**config.mk**
```make
export PLATFORM = sky130hd
export DESIGN_NAME = id_ex_stage
export DESIGN_NICKNAME = d
export VERILOG_FILES = /design/src/rtl/cpu_pkg.sv /design/src/rtl/hazard_detect.sv /design/src/rtl/id_ex_stage.sv
export SDC_FILE = /design/constraint.sdc
export NUM_CORES = 1
export LEC_CHECK = 0
export ABC_CLOCK_PERIOD_IN_PS = 3500
export CAP_MARGIN = 20
export CORE_AREA = 2 2 142 144
export DETAILED_ROUTE_END_ITERATION = 16
export DIE_AREA = 0 0 144 146
export PLACE_DENSITY = 0.76
export SLEW_MARGIN = 10
export SYNTH_ARGS = -nofsm -noshare
export SYNTH_HDL_FRONTEND = slang
export SYNTH_SLANG_ARGS = --single-unit
```
**constraint.sdc**
```tcl
create_clock -name clk_i -period 3.5 [get_ports clk_i]
set_input_delay 0.7 -clock clk_i [delete_from_list [all_inputs] [get_ports clk_i]]
set_output_delay 0.7 -clock clk_i [all_outputs]
set_load 0.01 [all_outputs]
```
**src/rtl/cpu_pkg.sv**
```systemverilog
// Shared definitions for the five-stage MIPS core: control-word layout, ALUOp codes, opcodes.
// Latency: none (package only).
// Backpressure: not applicable.
package cpu_pkg;

    // Bit positions inside the 32-bit decoder control word
    localparam int CTRL_REGWRITE = 0;
    localparam int CTRL_MEMTOREG = 1;
    localparam int CTRL_MEMREAD  = 2;
    localparam int CTRL_MEMWRITE = 3;
    localparam int CTRL_ALUOP_LO = 4;
    localparam int CTRL_ALUOP_HI = 5;
    localparam int CTRL_ALUSRC   = 6;
    localparam int CTRL_REGDST   = 7;

    // ALU operation selected by the main decoder
    typedef enum logic [1:0] {
        ALUOP_RTYPE = 2'b00,
        ALUOP_ADD   = 2'b01,
        ALUOP_OR    = 2'b10,
        ALUOP_SUB   = 2'b11
    } aluop_e;

    // Primary opcodes decoded in ID
    localparam logic [5:0] OP_RTYPE = 6'h00;
    localparam logic [5:0] OP_BEQ   = 6'h04;
    localparam logic [5:0] OP_ADDI  = 6'h08;
    localparam logic [5:0] OP_ORI   = 6'h0D;
    localparam logic [5:0] OP_LW    = 6'h23;
    localparam logic [5:0] OP_SW    = 6'h2B;

    // Control fields that travel from ID to EX
    typedef struct packed {
        logic       regdst;
        logic       alusrc;
        logic [1:0] aluop;
        logic       memwrite;
        logic       memread;
        logic       memtoreg;
        logic       regwrite;
    } ex_ctrl_t;

    // Unpack the low byte of the control word into the EX control bundle
    function automatic ex_ctrl_t unpack_ctrl(input logic [7:0] ctrl);
        ex_ctrl_t c;
        c.regwrite = ctrl[CTRL_REGWRITE];
        c.memtoreg = ctrl[CTRL_MEMTOREG];
        c.memread  = ctrl[CTRL_MEMREAD];
        c.memwrite = ctrl[CTRL_MEMWRITE];
        c.aluop    = ctrl[CTRL_ALUOP_HI:CTRL_ALUOP_LO];
        c.alusrc   = ctrl[CTRL_ALUSRC];
        c.regdst   = ctrl[CTRL_REGDST];
        return c;
    endfunction

    // rt is read by R-type, sw and beq; rs is read by everything
    function automatic logic rt_is_source(input logic [7:0] ctrl, input logic branch);
        return ctrl[CTRL_REGDST] | ctrl[CTRL_MEMWRITE] | branch;
    endfunction

endpackage

```
**src/rtl/hazard_detect.sv**
```systemverilog
// Load-use hazard detector: flags an ID instruction that reads the register a lw in EX loads.
// Latency: purely combinational.
// Backpressure: output drives the pipeline stall; it has no inputs of its own to hold.
module hazard_detect #(
    parameter int REG_W = 5
) (
    input  logic             ex_memread_i,
    input  logic [REG_W-1:0] ex_rt_i,
    input  logic [REG_W-1:0] id_rs_i,
    input  logic [REG_W-1:0] id_rt_i,
    input  logic             rt_used_i,
    output logic             hazard_o
);

    logic rs_match;
    logic rt_match;
    logic ex_rt_nonzero;

    // $0 is hardwired, so a load to it never creates a dependency
    assign ex_rt_nonzero = (ex_rt_i != '0);
    assign rs_match      = (ex_rt_i == id_rs_i);
    assign rt_match      = (ex_rt_i == id_rt_i) & rt_used_i;

    assign hazard_o = ex_memread_i & ex_rt_nonzero & (rs_match | rt_match);

endmodule

```
**src/rtl/id_ex_stage.sv**
```systemverilog
// ID/EX pipeline register with load-use bubble insertion and a saturating bubble counter.
// Latency: one clock from ID inputs to ex_* outputs; stall_o is combinational in the same cycle.
// Backpressure: EX never stalls; on a load-use hazard stall_o holds PC and IF/ID for one cycle.
module id_ex_stage
    import cpu_pkg::*;
#(
    parameter int DATA_W = 32,
    parameter int REG_W  = 5,
    parameter int CNT_W  = 32
) (
    input  logic              clk_i,
    input  logic              rst_i,
    input  logic [31:0]       ctrl_i,
    input  logic              branch_i,
    input  logic              flush_i,
    input  logic [DATA_W-1:0] pc4_i,
    input  logic [DATA_W-1:0] rs_data_i,
    input  logic [DATA_W-1:0] rt_data_i,
    input  logic [DATA_W-1:0] imm_i,
    input  logic [REG_W-1:0]  rs_i,
    input  logic [REG_W-1:0]  rt_i,
    input  logic [REG_W-1:0]  rd_i,
    output logic              ex_regwrite_o,
    output logic              ex_memtoreg_o,
    output logic              ex_memread_o,
    output logic              ex_memwrite_o,
    output logic              ex_alusrc_o,
    output logic              ex_regdst_o,
    output logic [1:0]        ex_aluop_o,
    output logic              ex_valid_o,
    output logic [DATA_W-1:0] ex_pc4_o,
    output logic [DATA_W-1:0] ex_rs_data_o,
    output logic [DATA_W-1:0] ex_rt_data_o,
    output logic [DATA_W-1:0] ex_imm_o,
    output logic [REG_W-1:0]  ex_rs_o,
    output logic [REG_W-1:0]  ex_rt_o,
    output logic [REG_W-1:0]  ex_rd_o,
    output logic              stall_o,
    output logic [CNT_W-1:0]  bubble_cnt_o
);

    // Upper control-word bits belong to later decoder extensions
    logic unused_ctrl_hi;
    assign unused_ctrl_hi = ^ctrl_i[31:8];

    ex_ctrl_t          ctrl_d,    ctrl_q;
    logic              valid_d,   valid_q;
    logic [DATA_W-1:0] pc4_q,     rs_data_q, rt_data_q, imm_q;
    logic [REG_W-1:0]  rs_q,      rt_q,      rd_q;
    logic [CNT_W-1:0]  cnt_d,     cnt_q;

    logic rt_used;
    logic hazard;
    logic bubble;
    logic cnt_full;

    assign rt_used = rt_is_source(ctrl_i[7:0], branch_i);

    hazard_detect #(
        .REG_W (REG_W)
    ) u_hazard (
        .ex_memread_i (ctrl_q.memread),
        .ex_rt_i      (rt_q),
        .id_rs_i      (rs_i),
        .id_rt_i      (rt_i),
        .rt_used_i    (rt_used),
        .hazard_o     (hazard)
    );

    // A flush and a hazard in the same cycle share a single bubble
    assign bubble   = hazard | flush_i;
    assign cnt_full = (cnt_q == {CNT_W{1'b1}});

    // Bubble mux: squash control and valid, let data fields pass unchanged
    always_comb begin
        ctrl_d  = unpack_ctrl(ctrl_i[7:0]);
        valid_d = 1'b1;
        if (bubble) begin
            ctrl_d  = '0;
            valid_d = 1'b0;
        end
    end

    // Saturating count of inserted bubbles
    always_comb begin
        cnt_d = cnt_q;
        if (bubble && !cnt_full) begin
            cnt_d = cnt_q + {{(CNT_W-1){1'b0}}, 1'b1};
        end
    end

    // Control and valid register
    always_ff @(posedge clk_i or negedge rst_i) begin
        if (!rst_i) begin
            ctrl_q  <= '0;
            valid_q <= 1'b0;
        end else begin
            ctrl_q  <= ctrl_d;
            valid_q <= valid_d;
        end
    end

    // Operand, immediate and index register; loads every cycle, even on a bubble
    always_ff @(posedge clk_i or negedge rst_i) begin
        if (!rst_i) begin
            pc4_q     <= '0;
            rs_data_q <= '0;
            rt_data_q <= '0;
            imm_q     <= '0;
            rs_q      <= '0;
            rt_q      <= '0;
            rd_q      <= '0;
        end else begin
            pc4_q     <= pc4_i;
            rs_data_q <= rs_data_i;
            rt_data_q <= rt_data_i;
            imm_q     <= imm_i;
            rs_q      <= rs_i;
            rt_q      <= rt_i;
            rd_q      <= rd_i;
        end
    end

    // Bubble counter register
    always_ff @(posedge clk_i or negedge rst_i) begin
        if (!rst_i) begin
            cnt_q <= '0;
        end else begin
            cnt_q <= cnt_d;
        end
    end

    assign ex_regwrite_o = ctrl_q.regwrite;
    assign ex_memtoreg_o = ctrl_q.memtoreg;
    assign ex_memread_o  = ctrl_q.memread;
    assign ex_memwrite_o = ctrl_q.memwrite;
    assign ex_alusrc_o   = ctrl_q.alusrc;
    assign ex_regdst_o   = ctrl_q.regdst;
    assign ex_aluop_o    = ctrl_q.aluop;
    assign ex_valid_o    = valid_q;
    assign ex_pc4_o      = pc4_q;
    assign ex_rs_data_o  = rs_data_q;
    assign ex_rt_data_o  = rt_data_q;
    assign ex_imm_o      = imm_q;
    assign ex_rs_o       = rs_q;
    assign ex_rt_o       = rt_q;
    assign ex_rd_o       = rd_q;
    assign stall_o       = hazard;
    assign bubble_cnt_o  = cnt_q;

endmodule

```
== After elaboration in Yosys (flattened, before gate mapping) ==
Cells that the tools add are included.

* Flip-flop bits (word level): 184
* Bits of input ports: 179
* Output and inout bits: 185
* Word-level logic and storage cells: 32

* Add/subtract/negate cells: 1
* Equality and inequality tests: 3
* Multiplexer cells: 2
* Bitwise logic cells: 7
* Reduce and logical (&&, ||, !) cells: 3

{| class="wikitable"
|+ Operators with widths
! operator !! number
|-
| $add 32x1->32 const B || 1
|-
| $eq 32x32->1 const B || 1
|-
| $eq 5x5->1 || 2
|-
| $mux 8 || 1
|-
| $reduce_bool 5->1 || 1
|-
| $or 1x1->1 || 4
|-
| $and 1x1->1 || 3
|-
| $logic_and 1x1->1 || 1
|-
| $logic_not 1->1 || 1
|-
| $mux 1 || 1
|}

== Logic depth before layout (Yosys ltp) ==
Gate-level depths: netlist of the first run.

* Word-level depth: 7
* Gate-level depth with buffers: 8
* Depth with buffers taken out: 7

== Cells and area by module ==
From an unflattened synthesis of the first run, not the netlist that was laid out.

* Cell total of the unflattened synthesis: 331
* Area, all modules: 5,607.9 um2

{| class="wikitable"
|+ By module, submodules not included
! module !! instances !! cells an instance !! area an instance (um2) !! seq. area each (um2)
|-
| id_ex_stage || 1 || 314 || 5,475.3 || 4,604.4
|-
| hazard_detect || 1 || 17 || 132.6 || 0.0
|}

== Worst setup path after synthesis of the first run ==
Ideal clock, no wire load.

* Path kind: input to output
* Start point: in rt_i[0]
* End point: out stall_o
* Arrival time: 1.427 ns
* Data required time: 2.800 ns
* Path slack: 1.373 ns
* Stages: 4
* Buffers on the path: 0
* Path through: xnor2_1 nand4_1 o22ai_4 and2_1

* Cells in the longest elaborated chain, start to end: 4

{| class="wikitable"
|+ Ends and longest elaborated chain
! what !! line !! RTL
|-
| start: declaration || id_ex_stage.sv:21 || <nowiki>input logic [REG_W-1:0] rt_i,</nowiki>
|-
| $eq 5x5->1 || hazard_detect.sv:22 || <nowiki>assign rt_match = (ex_rt_i == id_rt_i) & rt_used_i;</nowiki>
|-
| $and 1x1->1 || hazard_detect.sv:22 ||
|-
| $or 1x1->1 || hazard_detect.sv:24 || <nowiki>assign hazard_o = ex_memread_i & ex_rt_nonzero & (rs_match | rt_match);</nowiki>
|-
| $and 1x1->1 || hazard_detect.sv:24 ||
|-
| end: declaration || id_ex_stage.sv:38 || <nowiki>output logic stall_o,</nowiki>
|}

No other way between the ends.

== Worst setup path in the final report of the first run ==
* Start point: in rt_i[4]
* End point: out stall_o

Same word-level chain as after synthesis.

==> results of run 1 <==
synth_stat cells, drive strengths merged (4+ instances only):
cell type / instances
and2: 9
dfrtp: 184
inv: 6
nand2: 15
nand3: 7
nand4: 8
nor2: 11
nor3: 16
nor4: 4
xnor2: 16
xor2: 25
cell usage in the layout, fill, tap and decap left out, types with 3 or more instances in the layout:
cell type and n:
clkbuf_8 3, inv_1 6, xnor2_1 16, nand2_1 15
inv_8 4, nor3_1 12, dfrtp_1 184, nor2_1 11
diode_2 3, and2_1 9, xor2_1 25, clkdlybuf4s50_1 338
inv_6 3, buf_4 4, clkinv_8 4, nor3_2 3
nand3_1 7, clkbuf_16 17, nand4_1 6
critical path, cell delays in order:
cell and delay [ns]:
clkdlybuf4s50_1 0.50, xnor2_1 0.14, o31ai_1 0.14, o22ai_4 0.30, and2_1 0.17, clkdlybuf4s50_1 0.56
per-layer routing:
metal,share of wire [%],vias up,global-route usage (%)
li1,-,1769,-
met1,37,1884,18.7
met4,2.1,6,6.13
met5,0.22,-,0
met3,10,40,7.63
met2,50,173,27.6
cell families (layout without fill, tap and decap cells):
group | after synthesis | in the layout | share of synthesized area (%)
other | 0 | 3 | 0
buffers and inverters | 8 | 382 | 0.807
adders and majority gates | 1 | 1 | 0.224
AOI/OAI and AO/OA | 6 | 6 | 1.64
muxes | 1 | 1 | 0.202
and+or+nand+nor | 78 | 78 | 8.23
DFF | 184 | 184 | 82.5
xor gates and xnor gates | 41 | 41 | 6.43
how the worst max path moves through the flow:
stage | slack, ns | from | cells after the start | end
floorplan | 1.37 | rt_i[0] | 4 | stall_o
global placement | 0.33 | rt_i[3] | 6 | stall_o
detailed placement | 0.29 | rt_i[4] | 6 | stall_o
CTS | 0.28 | rt_i[4] | 6 | stall_o
global route | 0.20 | rt_i[4] | 6 | stall_o
finish | 0.29 | rt_i[4] | 6 | stall_o
sequential cells by signal, indices dropped and copies added (netlist names), 2 cells and up:
| name | count |
|---|---|
| ex_aluop_o | 2 |
| ex_rd_o | 5 |
| bubble_cnt_o | 32 |
| ex_rs_data_o | 32 |
| ex_rs_o | 5 |
| ex_rt_o | 5 |
| ex_imm_o | 32 |
| ex_pc4_o | 32 |
| ex_rt_data_o | 32 |
power by group:
group / total [mW] / internal, mW / leakage (nW) / switching [mW]
Clock: 1.91 / 0.999 / 0.294 / 0.915
Combinational: 0.665 / 0.415 / 1.76 / 0.250
Sequential: 2.33 / 2.25 / 2.20 / 0.0809
Total: 4.91 / 3.66 / 4.25 / 1.25
per-stage QoR:
| stage | total power, mW | instance area (um^2) |
|---|---|---|
| 2_1_floorplan | 2.52 | 5580 |
| 3_3_place_gp | 3.03 | 9340 |
| 3_5_place_dp | 3.05 | 9340 |
| 4_1_cts | 4.99 | 9940 |
| 5_1_grt | 5.12 | 9950 |
| 6_report | 4.91 | 9950 |
final cells by class:
| cell class | count | area (um^2) |
|---|---|---|
| fill | 1645 | 9380 |
| sequential | 184 | 4600 |
| timing repair buffer | 344 | 3450 |
| multi-input combinational | 127 | 933 |
| clock buffer | 19 | 453 |
| tap | 265 | 332 |
| clock inverter | 13 | 153 |
| inverter | 6 | 22.5 |
| antenna | 3 | 7.51 |
==> impl_results.md, run 1 <==
- Status: finished, final reports clean
- Critical Path RT: 2.80 ns
- Cts repair resizes: 0
- Post-place setup slack: 0.288 ns
- Port buffer count: 339
- CP Launch Type: primary input
- Setup repair after global routing missed its margin: false
- Initial antenna violation count: 6
- Gr usage total: 16.6%
- DRT Pass-1 Iters: 4
- Mapped cell area: 5580 um^2
- Final hold slack: 0.342 ns
- RR Endpoint: bubble_cnt_o[1]
- Worst setup EP type: primary output
- Achievable Freq: 0.312 GHz
- Avg WL per Cell: 18.0 um
- Avg Cell Area, Syn: 17.5 um^2
- Postcts setup bufs: 0
- Clock root buffer master: clkbuf_16
- Non-Filler Instances: 961
- YS warnings: 0
- Slew HR: 50.4%
- WP data arrival: 2.51 ns
- Max VDD drop: 0.000348 V
- Number of nets with antenna violations after routing: 0
- CTS max path bufs: 2
- Final core utilization: 51.5%
- TritonCTS clock tree: built
- Fin. max-slew vios: 0
- Via count: 3872
- P&R area growth vs syn: 78.3%
- Worst skew pair latency: 0.43 ns
- DIE AREA: 21000 um^2
- Post-Place Cells: 926
- Cell area power density: 493 nW/um^2
- Largest net degree at the start of global routing: 94
- Critical path fanouts, max: 4
- Core Rows: 51
- WS Path Type: in -> out
- Final worst setup slack: 0.291 ns
- Sinks on Clock Net: 184
- Post-synth EDFFs: 0
- Initial Util: 28.9%
- Minimum clock period: 3.21 ns
- Synth cell types: 30
- Drt drc: 0
- Mapped Cells: 319
- First-pass GRT wire length: 25400 um
- Via count of the first global-routing pass: 4109
- Placer Congestion: 0.775
- Core area: 19300 um^2
- Main area contributors after synthesis: dfrtp_1, xor2_1, xnor2_1
- Origin of the critical flop-to-flop path: bubble_cnt_o[0]
- Worst-path clk slew: 0.08 ns
- Final hold vios: 0
- Total grt overflow: 0
- Mapped Nets: 499
- Htree depth: 4
- Layout cells sized above 1: 7.65%
- Final setup viols: 0
- Max-cap violation count: 0
- Area leader, netlist: dfrtp_1
- Flop2flop setup slack: 1.17 ns
- Drt first-iter violations: 143
- Top-area cell type share of the netlist area: 82.5%
- Main flop type after synthesis: dfrtp_1
- Leak: 4.25 nW
- Ys async rst share: 100%
- Total Wirelength: 17300 um
- Hold WC Path Type: in -> async
- Dpl hpwl: 13800 um
- CTS Buf Count: 17
- Tcrit/Tclk final: 91.7%
- Vias per Instance: 4.03
- Worst Reg-to-Reg Cells: 7
- Worst slew pin tran: 0.744 ns
- Setup TNS: 0 ns
- Seq cells post-synth: 184
- Die width: 144 um
- Seq/Total Area, Yosys: 82.5%
- Final Skew: 0.0127 ns
- # IOs: 364
- Hold_buf cts: 0
- Die height: 146 um
- Final nets: 860
No activity file was read; power rests on OpenSTA's default activity.
==> run 2, diff against run 1 <==
ABC_CLOCK_PERIOD_IN_PS = 3800   (was 3500)
clock period = 3.8 ns   (was 3.5 ns; I/O delays follow)
==> run 2 against run 1 <==
Against the previous run:
- core utilization shrank 0.12 points
- sequential power is 8% lower
- die area unchanged
- worst setup slack improved by 0.16 ns
- sequential share of layout area up 0.10 points
==> impl_results.md, run 2 (synthesized netlist as in run 1, its figures left out) <==
- Gr usage total: 16.7%
- Core area: 19300 um^2
- CP Launch Type: primary input
- Largest net degree at the start of global routing: 84
- Die width: 144 um
- Flop2flop setup slack: 1.50 ns
- Final nets: 857
- Initial antenna violation count: 3
- CTS Buf Count: 17
- Critical Path RT: 3.04 ns
- Setup TNS: 0 ns
- Sequential Area: 4600 um^2
- WP data arrival: 2.59 ns
- Die height: 146 um
- Postcts setup bufs: 0
- Setup repair after global routing missed its margin: false
- Initial Util: 28.9%
- Max-cap violation count: 0
- Avg WL per Cell: 18.2 um
- Critical path fanouts, max: 4
- Tot Pwr: 4.56 mW
- Drt first-iter violations: 231
- Final Skew: 0.00413 ns
- Worst setup EP type: primary output
- Vias per Instance: 4.01
- Cell area power density: 459 nW/um^2
- Slew HR: 49.2%
- Final setup viols: 0
- P&R area growth vs syn: 77.9%
- Origin of the critical flop-to-flop path: bubble_cnt_o[0]
- Most frequent cells in the layout: clkdlybuf4s50_1, dfrtp_1, xor2_1
- Clock root buffer master: clkbuf_16
- Dpl hpwl: 13800 um
- CTS max path bufs: 2
- Worst Reg-to-Reg Cells: 6
- Core Rows: 51
- Most common cell after layout, fill and taps aside: clkdlybuf4s50_1
- Max VDD drop: 0.000288 V
- Hold_buf cts: 0
- Htree depth: 4
- Total grt overflow: 0
- Minimum clock period: 3.35 ns
- Worst-path clk slew: 0.08 ns
- Multi-input gate area: 933 um^2
- Final hold vios: 0
- TritonCTS clock tree: built
- Hold WC Path Type: in -> async
- Worst slew pin tran: 0.760 ns
- DIE AREA: 21000 um^2
- Placer Congestion: 0.746
- Fin. max-slew vios: 0
- DRT Pass-1 Iters: 4
- Via count of the first global-routing pass: 4047
- RR Endpoint: bubble_cnt_o[1]
- Achievable Freq: 0.298 GHz
- # IOs: 364
- Worst skew pair latency: 0.42 ns
- Status: finished, final reports clean
- Sinks on Clock Net: 184
- Leak: 4.24 nW
- Via count: 3834
- Fillcell total: 1657
- Tcrit/Tclk final: 88.2%
- Drt drc: 0
- Port buffer count: 339
- Number of nets with antenna violations after routing: 0
- Layout cells sized above 1: 7.25%
- WS Path Type: in -> out
- Total Wirelength: 17500 um
- Cts repair resizes: 0
- First-pass GRT wire length: 25400 um
run 2: cell count changes in the layout (fill, tap and decap cells not counted):
cell / change
buf_4: -3
diode_2: -1
clkinv_8: -3
clkinvlp_4: -1
clkinv_4: +4
inv_6: -2
inv_8: +1
bufinv_16: +1
run 2: per-stage QoR:
step	setup WS [ns]	instance area (um^2)	utilization, %	hold WS (ns)	std cells
finish	0.448	9930	51.4	0.374	957
CTS	0.443	9920	51.3	0.391	955
floorplan	1.55	5580	-	0.464	319
global placement	0.502	9320	48.2	0.479	923
detailed placement	0.443	9320	48.2	0.483	923
global route	0.401	9930	51.4	0.409	957
run 2: layer usage:
| layer | vias to the layer above | GRT usage [%] | routed length (um) |
|---|---|---|---|
| met1 | 1894 | 19.5 | 6680 |
| met3 | 17 | 6.58 | 1550 |
| met5 | - | 0 | 0 |
| li1 | 1769 | - | - |
| met2 | 154 | 27.9 | 9000 |
| met4 | 0 | 5.69 | 231 |
run 2: critical path: stages:
cell,delay (ns)
clkdlybuf4s50_1,0.50
xnor2_1,0.13
nand4_1,0.17
o22ai_4,0.31
and2_1,0.17
clkdlybuf4s50_1,0.56
run 2: power breakdown:
group          leakage [nW]  switching, mW  internal [mW]  total [mW]
sequential             2.20         0.0742           2.07        2.15
clock                 0.300          0.827          0.976        1.80
combinational          1.74          0.229          0.379       0.608
total                  4.24           1.13           3.43        4.56
run 2: worst max-delay path by stage:
stage / from / end / slack, ns
after floorplan: rt_i[0] / stall_o / 1.55
after global placement: rt_i[0] / stall_o / 0.50
after detailed placement: rt_i[1] / stall_o / 0.44
after CTS: rt_i[1] / stall_o / 0.44
after global routing: rt_i[3] / stall_o / 0.40
final: rt_i[1] / stall_o / 0.45
run 2: final cells by class:
type	count	area share (%)
Sequential cell	184	46.4
Tap cell	265	3.34
Antenna cell	2	0.0504
Inverter	6	0.227
Clock inverter	13	1.56
Timing Repair Buffer	341	34.5
Clock buffer	19	4.56
Multi-Input combinational cell	127	9.40
==> run 3, diff against run 2 <==
CORE_AREA = 2 2 143 145   (was 2 2 142 144)
DIE_AREA = 0 0 145 147   (was 0 0 144 146)
SYNTH_HIERARCHICAL = 1   (was unset)
==> run 3 against run 2 <==
Against the previous run:
- sequential share of layout area down 0.24 points
- die area up 1.4%
- cell area up 0.52%
- combinational power up 3%
- clock-buffer cell count down 1
- clock power down 4%
- critical path type unchanged
- largest power group unchanged
- highest routed layer unchanged
==> impl_results.md, run 3 <==
- Main area contributors after synthesis: dfrtp_1, xor2_1, xnor2_1
- Main combinational cell family by area after synthesis: simple AND/OR/NAND/NOR gates
- Avg Cell Area, Syn: 16.9 um^2
- Count leader, synth: dfrtp_1
- Seq/Total Area, Yosys: 82.1%
- Die height: 147 um
- Synth Area in XOR/XNOR: 5.00%
- Fillcell total: 1707
- Synth Area in Adders: 0.223%
- Hold_buf cts: 0
- Max-cap violation count: 0
- Most frequent cells in the layout: clkdlybuf4s50_1, dfrtp_1, nand3_1, xor2_1, clkbuf_16
- Worst skew pair latency: 0.42 ns
- Worst-path clk slew: 0.07 ns
- Multiplexer share of the synthesized area: 0.558%
- Die width: 145 um
- Area leader, netlist: dfrtp_1
- Drt drc: 0
- Compound-cell area share of the yosys netlist: 2.39%
- Fin. max-slew vios: 0
- Setup TNS: 0 ns
- Worst slew pin tran: 0.856 ns
- Main flop type after synthesis: dfrtp_1
- Combinational fraction of design power: 13.8%
- CP bufs+invs: 3
- Avg WL per Cell: 17.3 um
- Cell area power density: 452 nW/um^2
- Core Rows: 52
- Critical path fanouts, max: 5
- Tcrit/Tclk final: 91.5%
- Initial antenna violation count: 2
- Max incr delay on CP: 0.55 ns
- Internal: 3.34 mW
- Minimum clock period: 3.48 ns
- # IOs: 364
- Largest net degree at the start of global routing: 75
- Status: finished, final reports clean
- Htree depth: 4
- RR Endpoint: bubble_cnt_o[27]
- Simple-gate portion of the synthesized area: 9.59%
- YS warnings: 6
- Final setup viols: 0
- CP Depth: 7
- DRT Pass-1 Iters: 4
- TritonCTS clock tree: built
- Total grt overflow: 0
- Clock root buffer master: clkbuf_16
- CTS max path bufs: 2
- Switch share: 25.8%
- Final Skew: 0.0132 ns
- Via count of the first global-routing pass: 4402
- Core area: 19800 um^2
- Critical Path RT: 3.04 ns
- Final hold vios: 0
- Dpl hpwl: 13400 um
- CP Launch Type: primary input
- Cts repair resizes: 0
- CP delay by family, top: buffers and inverters
- Origin of the critical flop-to-flop path: ex_rt_o[3]
- P_sw: 1.17 mW
- Port buffer count: 339
- Setup repair after global routing missed its margin: false
- Most common cell after layout, fill and taps aside: clkdlybuf4s50_1
- Achievable Freq: 0.288 GHz
- Hold WC Path Type: in -> async
- Clock Power Share: 38.2%
- Leak: 4.20 nW
- CP most frequent cell: clkdlybuf4s50_1
- Initial Util: 28.3%
- Post-synth EDFFs: 0
- Synth cell types: 37
- Ys async rst share: 100%
- DIE AREA: 21300 um^2
- WP data arrival: 2.72 ns
- Final hold slack: 0.359 ns
- Gr usage total: 15.9%
- Via count: 4067
- Worst setup EP type: primary output
- Mapped Cells: 331
- Slew HR: 42.4%
- Mapped cell area: 5610 um^2
- Worst Reg-to-Reg Cells: 10
- Tot Pwr: 4.51 mW
- Flop2flop setup slack: 0.90 ns
- Postcts setup bufs: 0
- P&R area growth vs syn: 78.0%
- Top-area cell type share of the netlist area: 82.1%
- Max VDD drop: 0.000242 V
- Chain of cells forming the critical path: clkdlybuf4s50_1 > xor2_1 > nor4_2 > nand3_1 > a21oi_1 > buf_4 > clkdlybuf4s50_1
- Number of nets with antenna violations after routing: 0
- Final nets: 874
- Drt first-iter violations: 127
- Sinks on Clock Net: 184
- WS Path Type: in -> out
- Slowest CP cell: clkdlybuf4s50_1
- Seq pwr share: 47.9%
- Post-synth top cells: dfrtp_1, nand3_1, xor2_1
- CTS Buf Count: 17
- First-pass GRT wire length: 25600 um
- Mapped Nets: 511
- Seq cells post-synth: 184
- Layout cells sized above 1: 6.36%
- Placer Congestion: 0.806
- Vias per Instance: 4.15
- Total Wirelength: 16900 um
run 3: cell types whose count changed in the layout (fill, tap and decap cells not counted), sizes merged, moves of 4 or more:
cell and delta:
xor2 -6, nor4 +4, a21oi +6, and4 +4
nor3 -6, nand2 -8, nand3 +13
run 3: metal layers:
metal  share of wire, %  up-vias  GRT usage [%]
met5                  0        -              0
met4                1.4        0           3.91
met3                9.3       14           7.08
met2                 54      186           28.9
met1                 35     1996           16.8
li1                   -     1871              -
run 3: worst register-to-register path: stages, from the launching register on:
cell and delay, ns:
dfrtp_1 0.45, xor2_1 0.21, nor4_2 0.32, nand3_1 0.11
a21oi_1 0.20, buf_4 0.17, o2111a_1 0.27, nand3_2 0.10
or4_4 0.53, nor4_1 0.28, xor2_1 0.19
run 3: layout make-up:
type,instances,area [um^2],area share [%]
Sequential cell,184,4600,46.1
Timing Repair Buffer,344,3450,34.5
Multi-Input combinational cell,145,996,9.98
Clock buffer,18,429,4.30
Tap cell,270,338,3.38
Clock inverter,14,154,1.54
Inverter,2,7.51,0.0752
Antenna cell,2,5.00,0.0501
run 3: worst max-delay path by stage:
stage / from / to / slack, ns
CTS: rt_i[3] / stall_o / 0.31
global route: rt_i[0] / stall_o / 0.26
global placement: rt_i[3] / bubble_cnt_o[27] / 0.27
detailed placement: rt_i[3] / bubble_cnt_o[27] / 0.18
floorplan: rt_i[3] / bubble_cnt_o[31] / 0.76
finish: rt_i[3] / stall_o / 0.32
run 3: kinds of logic (layout without fill, tap and decap cells):
family,after synthesis,in the layout
other cells,0,2
buf+inv,2,378
xor+xnor,32,32
compound gates,20,20
simple gates,89,89
fa+ha+maj,1,1
flops,184,184
mux,3,3
run 3: power groups by stage:
stage | Sequential (mW) | Combinational (mW) | Clock, mW
after CTS | 2.16 | 0.635 | 1.78
after global routing | 2.18 | 0.670 | 1.86
after global placement | 2.19 | 0.621 | 0
after floorplan | 2.25 | 0.0729 | 0
after detailed placement | 2.20 | 0.634 | 0
final | 2.16 | 0.624 | 1.72
run 3: stage by stage:
stage	setup slack, ns	cell area [um^2]	std cells	util (%)
3_5_place_dp	0.177	9390	945	47.3
6_report	0.323	9980	979	50.3
4_1_cts	0.308	9980	977	50.3
3_3_place_gp	0.270	9390	945	47.3
2_1_floorplan	0.759	5610	331	-
5_1_grt	0.264	9980	978	50.3
